**config.mk**
```make
export PLATFORM = sky130hd
export DESIGN_NAME = muldiv_seq
export DESIGN_NICKNAME = d
export VERILOG_FILES = /design/src/rtl/muldiv_seq.sv
export SDC_FILE = /design/constraint.sdc
export NUM_CORES = 1
export LEC_CHECK = 0
export ABC_AREA = 1
export CORE_MARGIN = 10
export CORE_UTILIZATION = 45
export DETAILED_ROUTE_END_ITERATION = 12
export PLACE_DENSITY = 0.76
export SETUP_SLACK_MARGIN = 0.4
export SLEW_MARGIN = 0
export SYNTH_ARGS = -nofsm -noshare
export SYNTH_HDL_FRONTEND = slang
export SYNTH_SLANG_ARGS = --single-unit
```
**constraint.sdc**
```tcl
create_clock -name CLK -period 3.8 [get_ports CLK]
set_input_delay 0.76 -clock CLK [delete_from_list [all_inputs] [get_ports CLK]]
set_output_delay 0.76 -clock CLK [all_outputs]
set_load 0.05 [all_outputs]
```
**src/rtl/muldiv_seq.sv**
```systemverilog
// muldiv_seq: iterative unsigned MULTU/DIVU sequencer producing MIPS-style HI/LO.
//
// The block owns no adder. It borrows the shared execute-stage ALU through
// alu_grant/alu_aluop/alu_portA/alu_portB and consumes alu_portOut, running one
// shift-add (multiply) or restoring-subtract (divide) iteration per cycle.
//
// Handshake: the pipeline pulses start (sampled only in IDLE) with op/rs/rt.
// busy is high from the cycle after the accepted start until the cycle after
// done. done pulses for exactly one cycle when hi/lo/div0 become valid. flush
// abandons any operation and suppresses done.
//
// Ports:
//   CLK, nRST           clock (rising edge), synchronous active-low reset
//   start, op, rs, rt   request: op 0 = MULTU, 1 = DIVU; rs/rt operands
//   flush               squash in-flight operation (beats start in IDLE)
//   busy, done          status / one-cycle completion pulse
//   div0                last accepted DIVU had rt = 0 (valid with hi/lo)
//   hi, lo              MULTU: product high/low; DIVU: remainder/quotient
//   alu_grant           sequencer drives the shared ALU this cycle
//   alu_aluop/portA/B   ALU request; alu_portOut is the ALU result
module muldiv_seq #(
    parameter int XLEN = 32
) (
    input  logic            CLK,
    input  logic            nRST,
    input  logic            start,
    input  logic            op,
    input  logic [XLEN-1:0] rs,
    input  logic [XLEN-1:0] rt,
    input  logic            flush,
    output logic            busy,
    output logic            done,
    output logic            div0,
    output logic [XLEN-1:0] hi,
    output logic [XLEN-1:0] lo,
    output logic            alu_grant,
    output logic [3:0]      alu_aluop,
    output logic [XLEN-1:0] alu_portA,
    output logic [XLEN-1:0] alu_portB,
    input  logic [XLEN-1:0] alu_portOut
);

    // aluop_t encodings used by the shared ALU
    localparam logic [3:0] ALU_ADD = 4'd2;
    localparam logic [3:0] ALU_SUB = 4'd3;

    localparam int CW = $clog2(XLEN);
    localparam logic [CW-1:0] CNT_LAST = CW'(XLEN - 1);

    typedef enum logic [1:0] {
        IDLE = 2'd0,
        MUL  = 2'd1,
        DIV  = 2'd2,
        DONE = 2'd3
    } state_t;

    state_t          state_q, state_d;
    // hi_q/lo_q double as rem/quot during a divide, so the final copy to
    // HI/LO is implicit.
    logic [XLEN-1:0] hi_q, hi_d;
    logic [XLEN-1:0] lo_q, lo_d;
    // Multiplicand for MULTU, divisor for DIVU.
    logic [XLEN-1:0] opnd_q, opnd_d;
    logic [CW-1:0]   cnt_q, cnt_d;
    logic            div0_q, div0_d;

    logic            carry;
    logic            rmsb;
    logic [XLEN-1:0] rsh;
    logic            ge;

    always_comb begin
        state_d   = state_q;
        hi_d      = hi_q;
        lo_d      = lo_q;
        opnd_d    = opnd_q;
        cnt_d     = cnt_q;
        div0_d    = div0_q;
        alu_grant = 1'b0;
        alu_aluop = ALU_ADD;
        alu_portA = '0;
        alu_portB = '0;
        carry     = 1'b0;
        rmsb      = 1'b0;
        rsh       = '0;
        ge        = 1'b0;

        case (state_q)
            IDLE: begin
                if (!flush && start) begin
                    cnt_d = '0;
                    if (!op) begin
                        hi_d    = '0;
                        lo_d    = rt;
                        opnd_d  = rs;
                        div0_d  = 1'b0;
                        state_d = MUL;
                    end else if (rt != '0) begin
                        hi_d    = '0;
                        lo_d    = rs;
                        opnd_d  = rt;
                        div0_d  = 1'b0;
                        state_d = DIV;
                    end else begin
                        // Divide by zero completes immediately with the
                        // MIPS-convention result.
                        hi_d    = rs;
                        lo_d    = '1;
                        div0_d  = 1'b1;
                        state_d = DONE;
                    end
                end
            end

            MUL: begin
                alu_grant = 1'b1;
                alu_aluop = ALU_ADD;
                alu_portA = hi_q;
                alu_portB = lo_q[0] ? opnd_q : '0;
                // Unsigned wrap of the sum means a carry out of the top bit.
                carry     = (alu_portOut < hi_q);
                hi_d      = {carry, alu_portOut[XLEN-1:1]};
                lo_d      = {alu_portOut[0], lo_q[XLEN-1:1]};
                cnt_d     = cnt_q + 1'b1;
                if (cnt_q == CNT_LAST) begin
                    state_d = DONE;
                end
                if (flush) begin
                    state_d = IDLE;
                end
            end

            DIV: begin
                {rmsb, rsh} = {hi_q, lo_q[XLEN-1]};
                alu_grant   = 1'b1;
                alu_aluop   = ALU_SUB;
                alu_portA   = rsh;
                alu_portB   = opnd_q;
                // A set bit shifted out of rem means the true partial
                // remainder exceeds 2^XLEN and certainly covers the divisor;
                // the modulo-2^XLEN difference is still the exact result.
                ge          = rmsb | (rsh >= opnd_q);
                hi_d        = ge ? alu_portOut : rsh;
                lo_d        = {lo_q[XLEN-2:0], ge};
                cnt_d       = cnt_q + 1'b1;
                if (cnt_q == CNT_LAST) begin
                    state_d = DONE;
                end
                if (flush) begin
                    state_d = IDLE;
                end
            end

            DONE: begin
                state_d = IDLE;
            end

            default: begin
                state_d = IDLE;
            end
        endcase
    end

    always_ff @(posedge CLK) begin
        if (!nRST) begin
            state_q <= IDLE;
            hi_q    <= '0;
            lo_q    <= '0;
            opnd_q  <= '0;
            cnt_q   <= '0;
            div0_q  <= 1'b0;
        end else begin
            state_q <= state_d;
            hi_q    <= hi_d;
            lo_q    <= lo_d;
            opnd_q  <= opnd_d;
            cnt_q   <= cnt_d;
            div0_q  <= div0_d;
        end
    end

    assign busy = (state_q != IDLE);
    assign done = (state_q == DONE);
    assign div0 = div0_q;
    assign hi   = hi_q;
    assign lo   = lo_q;

endmodule

```
---- Word-level counts from Yosys, hierarchy flattened ----
Index checks and enable logic that the tools add are counted.
W data, S select, Z words.
word-level totals
  bits in registers ....................... 104
  input bits .............................. 101
  output and inout bits ................... 136
operators by class
  $add $sub $neg .......................... 1
  magnitude comparators ................... 2
  equality and inequality tests ........... 7
  muxes and demuxes ....................... 26
  bitwise gates (word level) .............. 1
  reduce and logical (&&, ||, !) cells .... 13
operators with widths
  kind                   number
  $mux W32               10
  $pmux W32 S3           2
  $pmux W32 S2           2
  $ge A32 B32 Y1         1
  $lt A32 B32 Y1         1
  $reduce_bool A32 Y1    1
  $pmux W5 S2            1
  $mux W2                4
  $reduce_and A2 Y1      4
  $pmux W2 S3            1
  $add A5 B1 Y5 const B  1
  $eq A5 B5 Y1 const B   1
  $mux W1                5
  $mux W5                1
  $eq A2 B2 Y1 const B   2
  $reduce_bool A2 Y1     2
  $ne A3 B1 Y1 const B   1
  $reduce_and A3 Y1      1
  $reduce_bool A3 Y1     1
  $eq A2 B1 Y1 const B   1
  $logic_not A2 Y1       1
  $ne A2 B1 Y1 const B   1
  $ne A2 B2 Y1 const B   1
  $reduce_or A2 Y1       1
  other kinds (3)        3

---- Logic depth before layout (Yosys ltp) ----
  depth in word-level cells ............... 5
  mapped depth ............................ 20
  depth with buffers taken out ............ 19

---- Least setup slack after synthesis ----
OpenSTA, ideal clock, no wires.
  kind .................................... reg-to-output
  from .................................... reg state_q[0]
  to ...................................... out alu_portB[10]
  arrival ................................. 2.681 ns
  required time ........................... 3.040 ns
  setup slack ............................. 0.359 ns
  stages on the path, launching flop included .. 7
  buffers on the path ..................... 2
  path through ............................ dfxtp_1 inv_1 ha_1 inv_2 clkbuf_1 clkbuf_1 nor3_1
on the way
  longest elaborated chain between the ends .. 2
  elaborated cells between the ends (all ways) .. 3
  classes of those cells .................. eq/ne (2); mux (1)
RTL lines
  what                                                 line  RTL
  from (decl)                                          57    state_t state_q, state_d;
  from (signal assigned)                               173   state_q <= state_d;
  $eq A2 B2 Y1 / $eq A2 B1 Y1 (equally long branches)  88    case (state_q)
  $pmux W32 S2 (*)                                     88
  to (decl)                                            39    output logic [XLEN-1:0] alu_portB,
Every way passes the cells marked *; elsewhere a longest branch is shown, timed or not.

---- Final worst setup path ----
  from .................................... reg state_q[0]
  to ...................................... out alu_portB[16]
The elaborated chain is that of the path after synthesis.

==> flow_summary_export.csv <==
group,metric,value,unit
run_status,status,"complete, no violations",
global_routing,met2_usage,36.7,%
critical_path,start_kind,"register",
logic_synthesis,seq_area_frac_synth,25.3,%
place,gp_congestion,0.932,
sta,tightestPinTransition,1160,ps
global_routing,met3_usage,4.58,%
power,leakage,0.00425,uW
critical_path,cp_slowest_cell,"nor3_1",
drt,drt-wirelength-per-cell,18.8,um
power,vdd_drop_max,0.000926,V
critical_path,startpoint,"state_q[0]",
logic_synthesis,ys_top_cells_by_area,"dfxtp_1 25%, nand2_1 18%, ha_1 11%",
sta,rsz0062_at_grt,"no",
cts,htreeDepth,3,
critical_path,max_stage_delay,510,ps
power,powerDensity,736,nW/um2
finish,nets,1614,
critical_path,cpMostUsedCell,"buf_12",
logic_synthesis,synthCells,1282,
cts,cts_buffers,9,
cts,clock_latency,350,ps
sta,setup_viol,0,
drt,num_vias,9758,
cts,cts_root_buffer,"clkbuf_16",
floorplanning,initial_utilization,45.8,%
place,dp.final_hpwl,23.7,mm
sta,post-route-min-period,3260,ps
finish,final_cells,1680,
drt,vias_per_cell,5.81,
cts,cts-resized-gates,0,
finish,final_core_util,64.3,%
cts,cts_sinks,104,
drt,first_pass_iters,6,
logic_synthesis,netlist.area_leader.share,25.3,%
logic_synthesis,synth_area,8220,um2
logic_synthesis,synth_edf_count,0,
power,p_total,8510,uW
drt,drt-total-wl,31.6,mm
global_routing,grt_start_max_net_pins,72,
finish,area_delta_synth_final,40.5,%
sta,timing.fmax,306,MHz
logic_synthesis,synthArstFlopShare,0,%
critical_path,crit_chain,"inv_1 -> ha_1 -> inv_4 -> buf_12 -> nor3_1 -> buf_12",
critical_path,rr_startpoint,"hi[6]",
global_routing,overflow,0,
drt,drt-initial-drc-count,1039,
floorplanning,fp.dieW,155,um
cts,post-cts-setup-buffers,0,
cts,cts.path.max_buffers,2,
global_routing,grt_use_met1,34.4,%
logic_synthesis,yosys_most_used_dff,"dfxtp_1",
place,dp_cells,1662,
floorplanning,core_area,18000,um2
critical_path,reg2reg_depth,15,
sta,layout_setup_ws,537,ps
critical_path,r2r-end,"hi[5]",
sta,period_share,85.9,%
finish,fillerInstances,1635,
floorplanning,pin_count,237,
critical_path,critPathKind,"reg -> out",
critical_path,path_max_fanout,49,
floorplanning,rows,49,
logic_synthesis,synth_top_cell_by_area,"dfxtp_1",
global_routing,track_usage,24.7,%
critical_path,cp.required,3040,ps
logic_synthesis,synth.most_common_cell,"nand2_1",
logic_synthesis,synthTopCellsByCount,"398 x nand2_1, 157 x a21oi_1, 107 x o21ai_0",
critical_path,cp-endpoint,"alu_portB[16]",
critical_path,regToRegSetupSlack,1080,ps
global_routing,top_usage_layer,"met2",
place,io_buffer_count,233,
critical_path,worst_ep_arrival_time,2500,ps
global_routing,grt_pass1_wl,48.8,mm
drt,ant_nets,0,
sta,relSlewSlack,22.2,%
sta,worst_clock_skew,8.95,ps
finish,drive_gt1_share,9.32,%
critical_path,cp-end-kind,"output pin",
sta,drv_slew,0,
floorplanning,die_y,155,um
run,maxCapViolCount,0,
logic_synthesis,yosysUniqueCellTypes,40,
cts,cts_tree,"done",
cts,ctsHoldBuffers,0,
min_path,hp-class,"reg -> reg",
global_routing,antenna_found_initial,2,
sta,fin_setup_tns,0,ps
cts,clkTransAtPathRegs,80,ps
floorplanning,die-area,24100,um2
global_routing,grt_pass1_vias,8921,
sta,hold_viol,0,
logic_synthesis,yosys_warnings,0,
drt,drc_errors,0,
logic_synthesis,ys_seq_elements,104,
logic_synthesis,syn_avg_cell_area,6.41,um2
place,place_ws,671,ps
[cell type report]
cell class / instances / area (um2) / share of cell area, %
sequential: 104 / 2080 / 18.0
antenna: 2 / 5.00 / 0.0433
tap: 229 / 287 / 2.48
multi-input combinational: 984 / 5390 / 46.6
clock buffer: 11 / 243 / 2.10
clock inverter: 5 / 40.0 / 0.347
inverter: 94 / 355 / 3.08
timing repair buffer: 251 / 3150 / 27.3
[registers in the layout, summed over array words and instances, names as in the netlist]
register / flops
hi: 32
lo: 32
opnd_q: 32
cnt_q: 5
state_q: 2
div0: 1
[cells in the final DEF, fill, tap and decap left out, types with 2 or more instances in the layout]
cell,count
nand2_1,398
clkdlybuf4s50_1,168
a21oi_1,156
o21ai_0,107
dfxtp_1,104
inv_1,89
buf_12,68
ha_1,67
a31oi_1,60
nor3_1,36
o221ai_1,31
a22o_1,31
nor2_1,30
buf_4,14
nand3_1,12
a21oi_2,11
nand2_2,10
clkbuf_16,9
inv_2,4
nand4_1,4
nor4_1,3
conb_1,3
diode_2,2
o21a_1,2
nand2_4,2
nor3_2,2
a221oi_1,2
o211ai_1,2
o21ai_1,2
ha_4,2
clkinvlp_4,2
[critical path, delay by kind of cell, from the launching register on]
kind / cells / cell delay, ps
DFF: 1 / 400
buffers and inverters: 4 / 830
and+or+nand+nor: 1 / 510
adders and majority gates: 1 / 370
[layer usage]
layer  share of wire, %  wire length (um)  vias up
li1                   -                 -     4719
met5                  0                 0        -
met3                8.8              2770       59
met4                3.2              1000        0
met1                 44             14000     4521
met2                 44             13800      459
[report_power, final]
part,switching [uW],internal [uW]
Combinational,3900,1870
Clock,456,470
Sequential,412,1400
Total,4770,3740
[cells by family after synthesis]
| logic type | after synthesis | share of synthesized area, % |
|---|---|---|
| flip-flops | 104 | 25.3 |
| buffers and inverters | 195 | 9.74 |
| other | 2 | 0.0914 |
| AO/OA/AOI/OAI | 410 | 29.6 |
| AND/OR/NAND/NOR | 502 | 24.8 |
| adder cells (fa/ha/maj) | 69 | 10.5 |
[metrics by stage]
| stage | hold WS [ps] | instance area (um2) |
|---|---|---|
| after floorplan | 445 | 8220 |
| after global placement | 454 | 11300 |
| after detailed placement | 471 | 11300 |
| after CTS | 482 | 11500 |
| after global routing | 494 | 11500 |
| final | 480 | 11500 |
[how the worst min path moves through the flow]
stage | startpoint | endpoint | slack [ps] | cells past startpoint
after floorplan | cnt_q[4] | cnt_q[4] | 450 | 2
after global placement | cnt_q[4] | cnt_q[4] | 450 | 2
after detailed placement | cnt_q[4] | cnt_q[4] | 470 | 2
after CTS | cnt_q[4] | cnt_q[4] | 480 | 2
after global routing | cnt_q[4] | cnt_q[4] | 490 | 2
final | cnt_q[4] | cnt_q[4] | 480 | 2
Power figures use the tool's default switching activity.
